`src/rtl/instr_mem_loader_if.sv`:
```
// Byte-stream in / instruction-memory write out bundle for instr_mem_loader.
// The master side feeds bytes and starts sessions. The slave side is the loader.
interface instr_mem_loader_if #(
  parameter int ADDR_W = 13,
  parameter int DATA_W = 32
);
  logic              start;
  logic [7:0]        byte_in;
  logic              byte_valid;
  logic              byte_last;
  logic              byte_ready;
  logic              wr_en;
  logic [ADDR_W-1:0] wr_addr;
  logic [DATA_W-1:0] wr_data;
  logic              busy;
  logic              done;
  logic              overflow;
  logic [ADDR_W:0]   word_count;

  modport master (
    output start, byte_in, byte_valid, byte_last,
    input  byte_ready, wr_en, wr_addr, wr_data, busy, done, overflow, word_count
  );

  modport slave (
    input  start, byte_in, byte_valid, byte_last,
    output byte_ready, wr_en, wr_addr, wr_data, busy, done, overflow, word_count
  );
endinterface

```
`src/rtl/instr_mem_loader.sv`:
```
// Packs a big-endian byte stream into instruction words and writes them to
// consecutive memory addresses. A session stops on byte_last or when memory is full.

module instr_byte_lane (
  input  logic       clk,
  input  logic       rst_n,
  input  logic       clr,
  input  logic       ld,
  input  logic [7:0] d,
  output logic [7:0] q
);
  always_ff @(posedge clk or negedge rst_n) begin
    if (!rst_n)   q <= '0;
    else if (clr) q <= '0;
    else if (ld)  q <= d;
  end
endmodule

module instr_mem_loader #(
  parameter int ADDR_W = 13,
  parameter int DATA_W = 32
) (
  input  logic                  clk,
  input  logic                  rst_n,
  instr_mem_loader_if.slave     bus
);
  localparam logic [1:0] S_IDLE    = 2'd0;
  localparam logic [1:0] S_COLLECT = 2'd1;
  localparam logic [1:0] S_WRITE   = 2'd2;
  localparam logic [1:0] S_DONE    = 2'd3;

  localparam int NUM_LANES = DATA_W / 8;
  localparam int IDX_W     = $clog2(NUM_LANES);
  localparam logic [IDX_W-1:0]  IDX_LAST = IDX_W'(NUM_LANES - 1);
  localparam logic [ADDR_W-1:0] ADDR_MAX = '1;

  logic [1:0]                  state;
  logic [IDX_W-1:0]            idx;
  logic                        last_q;
  logic [ADDR_W-1:0]           wr_addr;
  logic [ADDR_W:0]             word_count;
  logic                        done_q;
  logic                        ovf_q;
  logic [NUM_LANES-1:0][7:0]   lanes;
  logic [DATA_W-1:0]           word;

  logic sess_open, accept, word_end, wr_more, lane_clr;

  assign sess_open = ((state == S_IDLE) || (state == S_DONE)) && bus.start;
  assign accept    = (state == S_COLLECT) && bus.byte_valid;
  assign word_end  = accept && ((idx == IDX_LAST) || bus.byte_last);
  assign wr_more   = (state == S_WRITE) && !last_q && (wr_addr != ADDR_MAX);
  // Lanes are zeroed before every new word so a short last word pads with 0x00.
  assign lane_clr  = sess_open || wr_more;

  for (genvar i = 0; i < NUM_LANES; i++) begin : g_lane
    instr_byte_lane u_lane (
      .clk   (clk),
      .rst_n (rst_n),
      .clr   (lane_clr),
      .ld    (accept && (idx == IDX_W'(i))),
      .d     (bus.byte_in),
      .q     (lanes[i])
    );
  end

  // Lane 0 holds the first byte of the word and lands in the top byte.
  always_comb begin
    word = '0;
    for (int i = 0; i < NUM_LANES; i++)
      word[DATA_W-1-8*i -: 8] = lanes[i];
  end

  always_ff @(posedge clk or negedge rst_n) begin
    if (!rst_n) begin
      state      <= S_IDLE;
      idx        <= '0;
      last_q     <= 1'b0;
      wr_addr    <= '0;
      word_count <= '0;
      done_q     <= 1'b0;
      ovf_q      <= 1'b0;
    end else begin
      case (state)
        S_IDLE, S_DONE: begin
          if (bus.start) begin
            state      <= S_COLLECT;
            idx        <= '0;
            last_q     <= 1'b0;
            wr_addr    <= '0;
            word_count <= '0;
            done_q     <= 1'b0;
            ovf_q      <= 1'b0;
          end
        end
        S_COLLECT: begin
          if (accept) begin
            if (word_end) begin
              state  <= S_WRITE;
              last_q <= bus.byte_last;
            end else begin
              idx <= idx + 1'b1;
            end
          end
        end
        S_WRITE: begin
          word_count <= word_count + 1'b1;
          // The top address is sticky so an overflowed session reports where it stopped.
          if (wr_addr != ADDR_MAX) wr_addr <= wr_addr + 1'b1;
          if (last_q) begin
            state  <= S_DONE;
            done_q <= 1'b1;
            ovf_q  <= 1'b0;
          end else if (wr_addr == ADDR_MAX) begin
            state  <= S_DONE;
            done_q <= 1'b1;
            ovf_q  <= 1'b1;
          end else begin
            state <= S_COLLECT;
            idx   <= '0;
          end
        end
        default: state <= S_IDLE;
      endcase
    end
  end

  assign bus.byte_ready = (state == S_COLLECT);
  assign bus.busy       = (state == S_COLLECT) || (state == S_WRITE);
  assign bus.wr_en      = (state == S_WRITE);
  assign bus.wr_addr    = wr_addr;
  assign bus.wr_data    = word;
  assign bus.done       = done_q;
  assign bus.overflow   = ovf_q;
  assign bus.word_count = word_count;
endmodule

```
`src/flat_wrapper.sv`:
```
// flat-port wrapper written by rule: the top's interface ports become plain ports
module instr_mem_loader_flat 
#(
  parameter int ADDR_W = 13,
  parameter int DATA_W = 32
)
  (clk, rst_n, bus_start, bus_byte_in, bus_byte_valid, bus_byte_last, bus_byte_ready, bus_wr_en, bus_wr_addr, bus_wr_data, bus_busy, bus_done, bus_overflow, bus_word_count);
  instr_mem_loader_if #(.ADDR_W(ADDR_W), .DATA_W(DATA_W)) bus_i ();
  input  logic clk;
  input  logic rst_n;
  input wire logic [$bits(bus_i.start)-1:0] bus_start;
  input wire logic [$bits(bus_i.byte_in)-1:0] bus_byte_in;
  input wire logic [$bits(bus_i.byte_valid)-1:0] bus_byte_valid;
  input wire logic [$bits(bus_i.byte_last)-1:0] bus_byte_last;
  output wire logic [$bits(bus_i.byte_ready)-1:0] bus_byte_ready;
  output wire logic [$bits(bus_i.wr_en)-1:0] bus_wr_en;
  output wire logic [$bits(bus_i.wr_addr)-1:0] bus_wr_addr;
  output wire logic [$bits(bus_i.wr_data)-1:0] bus_wr_data;
  output wire logic [$bits(bus_i.busy)-1:0] bus_busy;
  output wire logic [$bits(bus_i.done)-1:0] bus_done;
  output wire logic [$bits(bus_i.overflow)-1:0] bus_overflow;
  output wire logic [$bits(bus_i.word_count)-1:0] bus_word_count;
  assign bus_i.start = bus_start;
  assign bus_i.byte_in = bus_byte_in;
  assign bus_i.byte_valid = bus_byte_valid;
  assign bus_i.byte_last = bus_byte_last;
  assign bus_byte_ready = bus_i.byte_ready;
  assign bus_wr_en = bus_i.wr_en;
  assign bus_wr_addr = bus_i.wr_addr;
  assign bus_wr_data = bus_i.wr_data;
  assign bus_busy = bus_i.busy;
  assign bus_done = bus_i.done;
  assign bus_overflow = bus_i.overflow;
  assign bus_word_count = bus_i.word_count;
  instr_mem_loader #(.ADDR_W(ADDR_W), .DATA_W(DATA_W)) u_core (.clk(clk), .rst_n(rst_n), .bus(bus_i));
endmodule
```
`config.mk`:
```
export PLATFORM = sky130hd
export DESIGN_NAME = instr_mem_loader_flat
export DESIGN_NICKNAME = d
export VERILOG_FILES = /design/src/rtl/instr_mem_loader_if.sv /design/src/rtl/instr_mem_loader.sv /design/src/flat_wrapper.sv
export SDC_FILE = /design/constraint.sdc
export NUM_CORES = 1
export LEC_CHECK = 0
export BUFFER_PORTS_ARGS = -buffer_cell sky130_fd_sc_hd__buf_2
export CORE_UTILIZATION = 55
export DETAILED_ROUTE_END_ITERATION = 8
export GPL_TIMING_DRIVEN = 0
export PLACE_DENSITY = 0.8
export SYNTH_ARGS = -nofsm -noshare
export SYNTH_HDL_FRONTEND = slang
export SYNTH_SLANG_ARGS = --single-unit
export TNS_END_PERCENT = 30
```
`constraint.sdc`:
```
create_clock -name clk -period 3.1 [get_ports clk]
set_clock_uncertainty 0.1 [all_clocks]
set_input_delay 0 -clock clk [delete_from_list [all_inputs] [get_ports clk]]
set_output_delay 0 -clock clk [all_outputs]
set_load 0.02 [all_outputs]
```
; Word-level counts from Yosys, hierarchy flattened
; Cells that the tools add are included.
[classes]
mux = 34
add_sub_neg = 3
eq_ne = 16
reduce_logical = 29
[ops]
columns = op, count
row1 = $mux 8, 8
row2 = $pmux 14 s2, 1
row3 = $mux 13, 2
row4 = $pmux 13 s2, 1
row5 = $mux 2, 10
row6 = $add 14x1->14 const B, 1
row7 = $mux 14, 1
row8 = $add 13x1->13 const B, 1
row9 = $eq 13x13->1 const B, 1
row10 = $ne 13x13->1 const B, 1
row11 = $pmux 2 s3, 2
row12 = $reduce_bool 2->1, 6
row13 = $logic_and 1x1->1, 9
row14 = $reduce_and 3->1, 3
row15 = $eq 2x2->1 const B, 4
row16 = $ne 2x2->1 const B, 4
row17 = $mux 1, 6
row18 = $ne 2x1->1 const B, 3
row19 = $pmux 1 s2, 3
row20 = $reduce_and 5->1, 1
row21 = $eq 2x1->1 const B, 2
row22 = $logic_not 2->1, 2
row23 = $logic_or 1x1->1, 4
row24 = $reduce_and 4->1, 1
row25 = 5 further kinds, 5
[word_totals]
in_bits = 13
elab_cells = 93
out_inout_bits = 64
reg_bits = 66

; Longest topological paths before layout
; Gate-level depths: netlist (run 1).
[logic_depth]
word_depth = 6
depth_mapped = 8
ltp_nobuf = 6

; Hierarchy
; Synthesis (run 1) repeated with hierarchy kept, for this count alone.
[hier_totals]
cells_unflattened = 323
area_unflattened_um2 = 3331.9
[modules_own_cells]
columns = mod, area_each_um2, instances, cells_each, seq_area_each_um2
row1 = instr_mem_loader, 2030.7, 1, 219, 850.8
row2 = instr_byte_lane, 325.3, 4, 26, 200.2

; Least setup slack after synthesis (run 1)
; No wires, ideal clock.
[synth_path]
path_kind = flip-flop to flip-flop
startpoint = register u_core.state[0]
endpoint = register u_core.wr_addr[3], in the netlist u_core.bus.wr_addr[3]
setup_time_ps = 140
setup_slack_ps = 1131
path_stages_with_launch = 9
synth_period_minus_slack_ps = 1969
t_required_ps = 2860
path_buffers = 2
arrival_time_ps = 1730
path_cell_list = dfrtp_1 > inv_1 > ha_1 > nor2b_1 > buf_2 > or3_1 > buf_2 > o311ai_0 > o41ai_1
[synth_between]
elab_chain_cells = 4
word_cells_on_any_way = 9
cone_classes = eq/ne (4) / mux (1) / reduce/logical (4)
[synth_lines]
columns = item, line_no
row1 = start: declaration, instr_mem_loader.sv:37  ; logic [1:0] state;
row2 = start signal: assignment, instr_mem_loader.sv:76  ; state <= S_IDLE;
row3 = start signal: assignment, instr_mem_loader.sv:87  ; state <= S_COLLECT;
row4 = start signal: assignment, instr_mem_loader.sv:99  ; state <= S_WRITE;
row5 = $eq 2x2->1 or $logic_not 2->1 (tied branches), instr_mem_loader.sv:84  ; case (state)
row6 = $reduce_or 2->1, instr_mem_loader.sv:84
row7 = $ne 2x2->1 (no line) or $reduce_bool 2->1 (tied branches), -
row8 = $reduce_and 3->1 (no line), -
row9 = end signal: assignment, instr_mem_loader.sv:109  ; if (wr_addr != ADDR_MAX) wr_addr <= wr_addr + 1'b1;
row10 = end: declaration, instr_mem_loader.sv:40  ; logic [ADDR_W-1:0] wr_addr;
; Parallel ways exist; a longest one is shown, timed or not.
; A chain may end at the register's enable or synchronous reset.

; Worst setup path after layout (run 1)
[layout_path]
startpoint = register u_core.state[1]
endpoint = register u_core.g_lane[3].u_lane.q[4]
[layout_between]
elab_chain_cells = 5
word_cells_on_any_way = 13
cone_classes = eq/ne (3) / mux (1) / reduce/logical (9)
[layout_lines]
columns = item, line_no
row1 = "$eq 2x2->1, or another cell as far along", instr_mem_loader.sv:49  ; assign sess_open = ((state == S_IDLE) || (state == S_DONE)) && bus.start;
row2 = $logic_or 1x1->1 or $logic_and 1x1->1 (tied branches), "instr_mem_loader.sv:49, instr_mem_loader.sv:52"
row3 = "$logic_and 1x1->1, on equally long branches", "instr_mem_loader.sv:49, instr_mem_loader.sv:52"
row4 = $logic_or 1x1->1, instr_mem_loader.sv:54  ; assign lane_clr = sess_open || wr_more;
row5 = $mux 8 or $reduce_bool 2->1 (tied branches), -
row6 = end signal: assignment, instr_mem_loader.sv:13  ; if (!rst_n) q <= '0;
row7 = end signal: assignment, instr_mem_loader.sv:14  ; else if (clr) q <= '0;
row8 = end signal: assignment, instr_mem_loader.sv:15  ; else if (ld) q <= d;
row9 = end: declaration, instr_mem_loader.sv:10  ; output logic [7:0] q
; Parallel ways exist; a longest one is shown, timed or not.

==> results by group, run 1 <==
CTS
  • Cts hold-fix bufs: 11
  • CTS tree: yes
  • Post-CTS resize count: 0
  • CTS Buf Count: 9
  • CTS max path bufs: 2
  • Clk_lat worst skew: 0.34 ns
  • Clk root buf: clkbuf_8
  • Post-CTS setup buffer count: 0
  • Clk sinks: 66
  • Htree depth: 3
  • Clk slew on worst S/H paths: 0.07 ns

Synth
  • Syn Inst Count: 321
  • Yosys cell types: 47
  • Mapped Nets: 343
  • Synth warn: 0
  • Sequential share of the synthesized area: 49.1%
  • Post-synth EDFFs: 0
  • Ys flop type: dfrtp_1
  • Mux contribution to synthesized area: 11.6%
  • Synth Cell Area: 0.00336 mm2
  • Synth Area in Simple Gates: 23.3%
  • Post-synthesis compound-gate area fraction: 7.25%
  • #FFs+latches synth: 66
  • Async set-reset flop share out of synthesis: 100%
  • Fraction of the mapped netlist area in adder cells: 3.35%
  • Avg Inst Size Synth: 10.5 um2
  • Largest family of logic cells by synthesized area: simple AND/OR/NAND/NOR gates
  • XOR/XNOR Fraction of Synth Area: 1.82%

Worst setup path
  • FF-to-FF End: u_core.g_lane[3].u_lane.q[4]$_DFFE_PN0P_
  • Reg2reg start: u_core.state[1]$_DFFE_PN0P_
  • Critical Path AT: 2.44 ns
  • Max incr delay on CP: 0.56 ns
  • CP max FO: 10
  • Worst EP required: 3.23 ns
  • Critical path's top delay family: simple AND/OR/NAND/NOR gates
  • Critical Path Source: u_core.state[1]$_DFFE_PN0P_
  • WP buf/inv: 2
  • Critical path capture point type: flop
  • CP max stage cell: nand3_1
  • Critical Path End: u_core.g_lane[3].u_lane.q[4]$_DFFE_PN0P_
  • WS Path Type: flop to flop
  • FF-to-FF path depth: 6
  • Worst setup SP type: flop
  • R2R setup slack: 0.78 ns
  • CP Depth: 6
  • Critical path cell sequence: inv_1 -> ha_1 -> clkbuf_1 -> nand3_1 -> mux2i_1 -> nor2_2

Pwr
  • Power Density: 795 mW/mm2
  • Worst VDD drop: 0.597 mV
  • Leakage: 2.30 nW

Timing
  • Period utilization: 74.7%
  • Worst slew pin tran: 0.840 ns
  • Final worst slack: 0.784 ns
  • RSZ-0062 raised after global routing: no
  • Max-slew headroom: 44.0%
  • Fmax: 432 MHz
  • Final Max Tran Viols: 0
  • Setup TNS: 0 ns
  • Final-report hold violation count: 0
  • Final setup violation count: 0
  • Minimum clock period: 2.32 ns

Global routing
  • Largest net degree at the start of global routing: 67
  • Global route overflow: 0
  • Total GRT Usage: 26.4%
  • Antenna violations before repair: 0
  • Vias in the first global route: 2768
  • First-pass GRT wire length: 12.9 mm

Floorplan
  • Core area: 0.00592 mm2
  • Num rows: 28
  • IO Count: 77
  • Die area: 0.00643 mm2
  • Die H: 80.2 um
  • Initial Utilization: 56.8%
  • Die width: 80.2 um

Route
  • Drt initial violations: 157
  • First drt pass iteration count: 6
  • Antenna Nets Post-Route: 0
  • DRC: 0
  • Vias/cell: 5.63
  • Final wirelength: 7.87 mm
  • WL/cell: 15.8 um
  • Routed vias: 2802

Final layout
  • Antenna fix cells: 0
  • Layout cell share with drive strength beyond 1: 29.1%
  • Commonest non-fill, non-tap cell in the layout: buf_2
  • Fill count: 455
  • Nets: 440
  • Non-filler cells in the finished layout: 498
  • Area Overhead vs Synth: 23.2%
  • Most frequent cells in the layout: buf_2 (78), dfrtp_1 (66), nor2_1 (40)

Run status
  • Status: complete, no violations

Place
  • Global placement routability congestion: 0.826
  • Post-DP HPWL: 5.37 mm
  • Port Buffer Count: 75
  • Cell total after placement: 471
  • Setup WS pre-CTS: 0.830 ns

Hold path
  • Min-delay worst type: primary input to flop
  • Hold path start: bus_byte_valid

Run
  • Max Cap Viol: 0
synth_stat cells, types with 4 or more instances:
cell | n | area share [%]
a21oi_1 | 10 | 1.5
buf_2 | 4 | 0.60
buf_6 | 4 | 1.3
clkbuf_1 | 4 | 0.45
dfrtp_1 | 66 | 49
ha_1 | 9 | 3.3
inv_1 | 10 | 1.1
mux2i_1 | 38 | 11
nand2_1 | 26 | 2.9
nand3_1 | 19 | 2.8
nor2_1 | 40 | 4.5
nor2_2 | 12 | 2.2
nor3_1 | 9 | 1.3
o21ai_0 | 11 | 1.6
o221ai_1 | 4 | 1.0
xnor2_1 | 7 | 1.8
layout make-up:
| cell class | count | area [um2] | area share [%] |
|---|---|---|---|
| clock inverter | 2 | 35.0 | 0.846 |
| clock buffer | 14 | 163 | 3.93 |
| tap | 75 | 93.8 | 2.27 |
| sequential | 66 | 1650 | 39.9 |
| inverter | 10 | 37.5 | 0.906 |
| buffer | 12 | 80.1 | 1.93 |
| timing repair buffer | 86 | 488 | 11.8 |
| multi-input combinational | 233 | 1590 | 38.5 |
state kept, by name, summed over array words and instances, names as in the netlist:
register,count
u_core.bus.done,1
u_core.bus.overflow,1
u_core.bus.word_count,14
u_core.bus.wr_addr,13
u_core.g_lane.u_lane.q,32
u_core.idx,2
u_core.last_q,1
u_core.state,2
stage by stage:
step	hold slack, ns	power (mW)	utilization, %	instance area (um2)
floorplan	-0.396	2.13	-	3360
global placement	0.184	2.50	64.7	3830
detailed placement	0.0512	2.55	64.8	3830
CTS	0.121	3.31	70.0	4140
global route	0.199	3.49	70.0	4140
finish	0.152	3.30	70.0	4140
per-layer routing:
metal / share of wire, % / GRT usage (%)
met1: 44 / 33.5
met2: 49 / 42.2
met3: 5.5 / 6.93
met4: 1.3 / 12.0
met5: 0 / 0
where the power goes:
part / switching (mW) / internal [mW] / total [mW]
Sequential: 0.134 / 1.05 / 1.18
Combinational: 0.900 / 0.472 / 1.37
Clock: 0.323 / 0.416 / 0.739
cell families after synthesis:
family	count (synthesis)
compound gates	38
fa+ha+maj	9
xor+xnor	7
mux	39
flops	66
simple gates	140
buf+inv	22
worst min path at each step:
| stage | endpoint | slack [ns] | depth (start not counted) |
|---|---|---|---|
| detailed placement | u_core.bus.wr_addr[4]$_DFFE_PN0P_ | 0.05 | 1 |
| global placement | u_core.last_q$_DFFE_PN0P_ | 0.18 | 3 |
| CTS | u_core.state[0]$_DFFE_PN0P_ | 0.12 | 4 |
| finish | u_core.state[0]$_DFFE_PN0P_ | 0.15 | 4 |
| floorplan | u_core.bus.done$_DFFE_PN0P_ | -0.40 | 0 |
| global route | u_core.state[0]$_DFFE_PN0P_ | 0.20 | 4 |
worst reg2reg max path, cell delays in order, from the launching register on:
cell	delay [ns]
dfrtp_1	0.41
inv_1	0.10
ha_1	0.24
clkbuf_1	0.37
nand3_1	0.56
mux2i_1	0.37
nor2_2	0.05
(Power assumes the default switching activity.)
==> run 2: changes to the inputs <==
--- a/config.mk
+++ b/config.mk
@@ -6,10 +6,10 @@
 export NUM_CORES = 1
 export LEC_CHECK = 0
 export BUFFER_PORTS_ARGS = -buffer_cell sky130_fd_sc_hd__buf_2
-export CORE_UTILIZATION = 55
+export CORE_UTILIZATION = 54
 export DETAILED_ROUTE_END_ITERATION = 8
 export GPL_TIMING_DRIVEN = 0
-export PLACE_DENSITY = 0.8
+export PLACE_DENSITY = 0.79
 export SYNTH_ARGS = -nofsm -noshare
 export SYNTH_HDL_FRONTEND = slang
 export SYNTH_SLANG_ARGS = --single-unit
==> constraint.sdc (replaced) <==
create_clock -name clk -period 2.2 [get_ports clk]
set_clock_uncertainty 0.1 [all_clocks]
set_input_delay 0 -clock clk [delete_from_list [all_inputs] [get_ports clk]]
set_output_delay 0 -clock clk [all_outputs]
set_load 0.02 [all_outputs]
==> run 2 against run 1 <==
Setup slack got worse by 0.67 ns. Sequential cell count unchanged. Total power is 43% higher. Combinational power is 44% higher. Sequential power grew 41%. Sequential share of layout area down 0.63 points. Via count up 1.1%.
==> results by group, run 2 (synthesis results as in run 1) <==
Run status
  • Status: complete, no violations

Worst setup path
  • CP max FO: 10
  • Worst EP required: 2.33 ns
  • Critical Path AT: 2.22 ns
  • WS Path Type: flop to flop
  • Critical path capture point type: flop
  • Worst setup SP type: flop

Route
  • Final wirelength: 7.76 mm
  • Drt initial violations: 138
  • Vias/cell: 5.66
  • Antenna Nets Post-Route: 0
  • Routed vias: 2832
  • WL/cell: 15.5 um
  • First drt pass iteration count: 4
  • DRC: 0

CTS
  • Clk_lat worst skew: 0.36 ns
  • CTS max path bufs: 2
  • CTS tree: yes
  • CTS Buf Count: 9
  • Clk root buf: clkbuf_8
  • Clk sinks: 66
  • Clk slew on worst S/H paths: 0.09 ns
  • Htree depth: 3

Timing
  • Final setup violation count: 0
  • Final worst slack: 0.112 ns
  • Minimum clock period: 2.09 ns
  • Setup TNS: 0 ns
  • Max-slew headroom: 44.9%
  • Period utilization: 94.9%
  • Final-report hold violation count: 0
  • Worst slew pin tran: 0.827 ns
  • RSZ-0062 raised after global routing: no
  • Final Max Tran Viols: 0
  • Fmax: 479 MHz

Floorplan
  • Die area: 0.00655 mm2
  • Die width: 80.9 um
  • IO Count: 77
  • Core area: 0.00596 mm2
  • Initial Utilization: 56.5%
  • Die H: 80.9 um
  • Num rows: 28

Final layout
  • Fill count: 453
  • Non-filler cells in the finished layout: 500
  • Largest register by flop count: u_core.g_lane.u_lane.q
  • Biggest regs: u_core.g_lane.u_lane.q x32, u_core.bus.word_count x14, u_core.bus.wr_addr x13
  • Commonest non-fill, non-tap cell in the layout: buf_2
  • Area Overhead vs Synth: 25.1%
  • Most frequent cells in the layout: buf_2 (78), dfrtp_1 (66), nor2_1 (40)
  • Final Util: 70.7%
  • Layout cell share with drive strength beyond 1: 31.8%
  • Nets: 442
  • Max reg flops: 32
  • Antenna fix cells: 0

Global routing
  • Total GRT Usage: 25.1%
  • Antenna violations before repair: 0
  • Largest net degree at the start of global routing: 67
  • Vias in the first global route: 2641
  • First-pass GRT wire length: 12.4 mm
  • Global route overflow: 0

Run
  • Max Cap Viol: 0

Place
  • Post-DP HPWL: 5.24 mm
  • Cell total after placement: 471
  • Global placement routability congestion: 0.790
  • Setup WS pre-CTS: -0.0121 ns
  • Port Buffer Count: 75

Pwr
  • Power Density: 1120 mW/mm2
  • Worst VDD drop: 0.709 mV
  • Leakage: 2.33 nW

Hold path
  • Min-delay worst type: primary input to async pin
run 2: report_power, final:
group          internal (mW)  switching, mW  total (mW)
clock                  0.543          0.540        1.08
sequential              1.48          0.182        1.66
combinational          0.681           1.29        1.97
total                   2.70           2.01        4.71
run 2: final cells by class:
| cell class | count | area (um2) | share of cell area [%] |
|---|---|---|---|
| clock inverters | 7 | 82.6 | 1.96 |
| multi-input cells | 233 | 1630 | 38.8 |
| plain buffers | 12 | 82.6 | 1.96 |
| inverters | 10 | 37.5 | 0.892 |
| clock buffers | 9 | 124 | 2.94 |
| flip-flops and latches | 66 | 1650 | 39.2 |
| well taps | 75 | 93.8 | 2.23 |
| repair buffers | 88 | 505 | 12.0 |
run 2: timing repair:
action | CTS | global route
resized for setup | 1 | 10
buffers inserted | 0 | 1
pin swaps | 0 | 1
setup endpoints to repair | 9 | 41
hold buffers | 12 | 0
hold endpoints to repair | 101 | 0
run 2: metal layers:
| layer | global-route usage [%] | vias to the layer above | share of wire (%) |
|---|---|---|---|
| met5 | 0 | - | 0 |
| met4 | 10.7 | 0 | 1.9 |
| met3 | 6.29 | 14 | 5.2 |
| met2 | 39.7 | 87 | 48 |
| met1 | 32.8 | 1398 | 45 |
| li1 | - | 1333 | - |
run 2: worst paths after layout:
check / from / to / slack, ns / cells after the start
max in group asynchronous: rst_n / u_core.g_lane[2].u_lane.q[0]$_DFFE_PN0P_ / 1.27 / 2
worst max register to register: u_core.state[0]$_DFFE_PN0P_ / u_core.bus.wr_addr[3]$_DFFE_PN0P_ / 0.11 / 8
worst min register to register: u_core.bus.done$_DFFE_PN0P_ / u_core.bus.done$_DFFE_PN0P_ / 0.39 / 2
worst max-delay path: u_core.state[0]$_DFFE_PN0P_ / u_core.bus.wr_addr[3]$_DFFE_PN0P_ / 0.11 / 8
min in group clk: bus_byte_valid / u_core.state[0]$_DFFE_PN0P_ / 0.22 / 4
worst min-delay path: rst_n / u_core.bus.wr_addr[3]$_DFFE_PN0P_ / 0.17 / 2
run 2: worst max-delay path: stages (launching register included):
cell,delay [ns]
dfrtp_1,0.41
inv_1,0.07
ha_2,0.32
nor2b_1,0.15
buf_2,0.18
or3_1,0.31
buf_2,0.18
o311ai_0,0.11
o41ai_1,0.14
run 2: through the flow:
stage	hold slack [ns]	power, mW	area, um2
5_1_grt	0.254	4.99	4210
3_3_place_gp	0.166	3.53	3830
4_1_cts	0.130	4.69	4170
3_5_place_dp	0.0516	3.59	3830
2_1_floorplan	-0.396	3.00	3360
6_report	0.173	4.71	4210
==> run 3: changes to the inputs <==
==> constraint.sdc (replaced) <==
create_clock -name clk -period 2.2 [get_ports clk]
set_clock_uncertainty 0.1 [all_clocks]
set_input_delay 0.22 -clock clk [delete_from_list [all_inputs] [get_ports clk]]
set_output_delay 0.22 -clock clk [all_outputs]
set_load 0.01 [all_outputs]
==> run 3 against run 2 <==
Clock power is essentially flat. Global-route usage shrank 0.27 points. Register-to-register slack is essentially flat. Count of clock-buffer cells in the layout is the same. First-iteration DRC count shrank 25%. Final area shrank 2.6%. Routed wire length shrank 1.6%. Maximum frequency shrank 0.50%. Sequential cell count is the same.
==> results by group, run 3 (synthesis results as in run 1) <==
Run status
  • Status: complete, no violations

Global routing
  • Vias in the first global route: 2586
  • First-pass GRT wire length: 12.3 mm
  • Total GRT Usage: 24.9%
  • Global route overflow: 0
  • Largest net degree at the start of global routing: 67
  • Antenna violations before repair: 0

Route
  • Drt initial violations: 103
  • Routed vias: 2756
  • Final wirelength: 7.63 mm
  • Antenna Nets Post-Route: 0
  • First drt pass iteration count: 4
  • WL/cell: 15.6 um
  • Vias/cell: 5.64
  • DRC: 0

Timing
  • Fmax: 477 MHz
  • Setup TNS: 0 ns
  • Period utilization: 95.4%
  • Final setup violation count: 0
  • Worst slew pin tran: 0.831 ns
  • Final-report hold violation count: 0
  • Minimum clock period: 2.10 ns
  • RSZ-0062 raised after global routing: no
  • Final hold slack: 0.0451 ns
  • Final worst slack: 0.102 ns
  • Final Max Tran Viols: 0
  • Max-slew headroom: 44.6%

Worst setup path
  • Critical Path Source: u_core.state[0]$_DFFE_PN0P_
  • Reg2reg start: u_core.state[0]$_DFFE_PN0P_
  • WS Path Type: flop to flop
  • FF-to-FF path depth: 8
  • Critical path cell sequence: inv_1 -> ha_2 -> nor2b_1 -> buf_2 -> or3_1 -> buf_2 -> o311ai_0 -> o41ai_1
  • CP max stage cell: dfrtp_1
  • CP most frequent cell: buf_2
  • Critical path capture point type: flop
  • CP max FO: 10
  • Max incr delay on CP: 0.41 ns
  • Critical Path AT: 2.23 ns
  • Worst setup SP type: flop
  • Worst EP required: 2.33 ns

Final layout
  • Max reg flops: 32
  • Antenna fix cells: 0
  • Biggest regs: u_core.g_lane.u_lane.q x32, u_core.bus.word_count x14, u_core.bus.wr_addr x13
  • Nets: 431
  • Largest register by flop count: u_core.g_lane.u_lane.q
  • Post-route cell area: 0.00410 mm2
  • Layout cell share with drive strength beyond 1: 32.6%
  • Area Overhead vs Synth: 21.9%
  • Commonest non-fill, non-tap cell in the layout: buf_2
  • Non-filler cells in the finished layout: 489
  • Fill count: 465
  • Most frequent cells in the layout: buf_2 (78), dfrtp_1 (66), nor2_1 (40)
  • Multi-input logic area: 0.00163 mm2
  • FF+latch area: 0.00165 mm2
  • Final Util: 68.8%

Hold path
  • Min-delay worst type: primary input to flop
  • WHS Path Cells: 3
  • Hold path start: bus_byte_in[2]

CTS
  • Clk_lat worst skew: 0.36 ns
  • Htree depth: 3
  • CTS Buf Count: 9
  • Clk root buf: clkbuf_8
  • CTS max path bufs: 2
  • CTS tree: yes
  • Clk sinks: 66
  • Clk slew on worst S/H paths: 0.09 ns

Floorplan
  • Die area: 0.00655 mm2
  • IO Count: 77
  • Core area: 0.00596 mm2
  • Num rows: 28
  • Die width: 80.9 um
  • Die H: 80.9 um
  • Initial Utilization: 56.5%

Run
  • Max Cap Viol: 0

Pwr
  • Leakage: 2.29 nW
  • Final Total Pwr: 4.49 mW
  • Power Density: 1100 mW/mm2
  • Worst VDD drop: 0.663 mV

Place
  • Post-DP HPWL: 5.24 mm
  • Port Buffer Count: 75
  • Setup WS pre-CTS: -0.0121 ns
  • Global placement routability congestion: 0.790
  • Cell total after placement: 471
  • Placed cell area: 0.00383 mm2
-- run 3: cell type report --
class	count	share of cell area, %
tap	75	2.29
timing repair buffer	77	9.65
clock buffer	9	3.02
clock inverter	7	2.01
buffer	12	2.01
sequential	66	40.3
multi-input combinational	233	39.8
inverter	10	0.916
-- run 3: metal layers --
metal  share of wire, %  GRT usage (%)  vias to the layer above
met5                  0              0                        -
met4                1.9           10.7                        0
met3                5.2           6.40                       14
met2                 48           38.7                       76
met1                 45           32.8                     1353
li1                   -              -                     1313
-- run 3: where the power goes --
| part | leakage (nW) | switching [mW] | internal (mW) |
|---|---|---|---|
| combinational | 1.29 | 1.09 | 0.665 |
| clock | 0.0988 | 0.541 | 0.542 |
| sequential | 0.900 | 0.179 | 1.48 |
| total | 2.29 | 1.81 | 2.68 |
-- run 3: final timing paths --
path,slack [ns],endpoint
setup / recovery,0.10,u_core.bus.wr_addr[3]$_DFFE_PN0P_
hold / removal,0.05,u_core.g_lane[1].u_lane.q[2]$_DFFE_PN0P_
setup reg to reg,0.10,u_core.bus.wr_addr[3]$_DFFE_PN0P_
hold reg to reg,0.39,u_core.bus.done$_DFFE_PN0P_
max in group asynchronous,1.05,u_core.g_lane[2].u_lane.q[3]$_DFFE_PN0P_
min in group asynchronous,0.40,u_core.bus.wr_addr[3]$_DFFE_PN0P_
-- run 3: worst max-delay path, delay by kind of cell (launching register included) --
kind	cells	cell delay, ns
compound gates	2	0.25
fa+ha+maj	1	0.32
buf+inv	3	0.44
flops	1	0.41
simple gates	2	0.45
-- run 3: repair_timing --
action / 4_1_cts / 5_1_grt
endpoints found under the setup margin: 9 / 41
setup buffers: 0 / 1
resized for setup: 1 / 10
pin swaps: 0 / 1
hold buffers: 1 / 0
hold endpoints to repair: 66 / 0
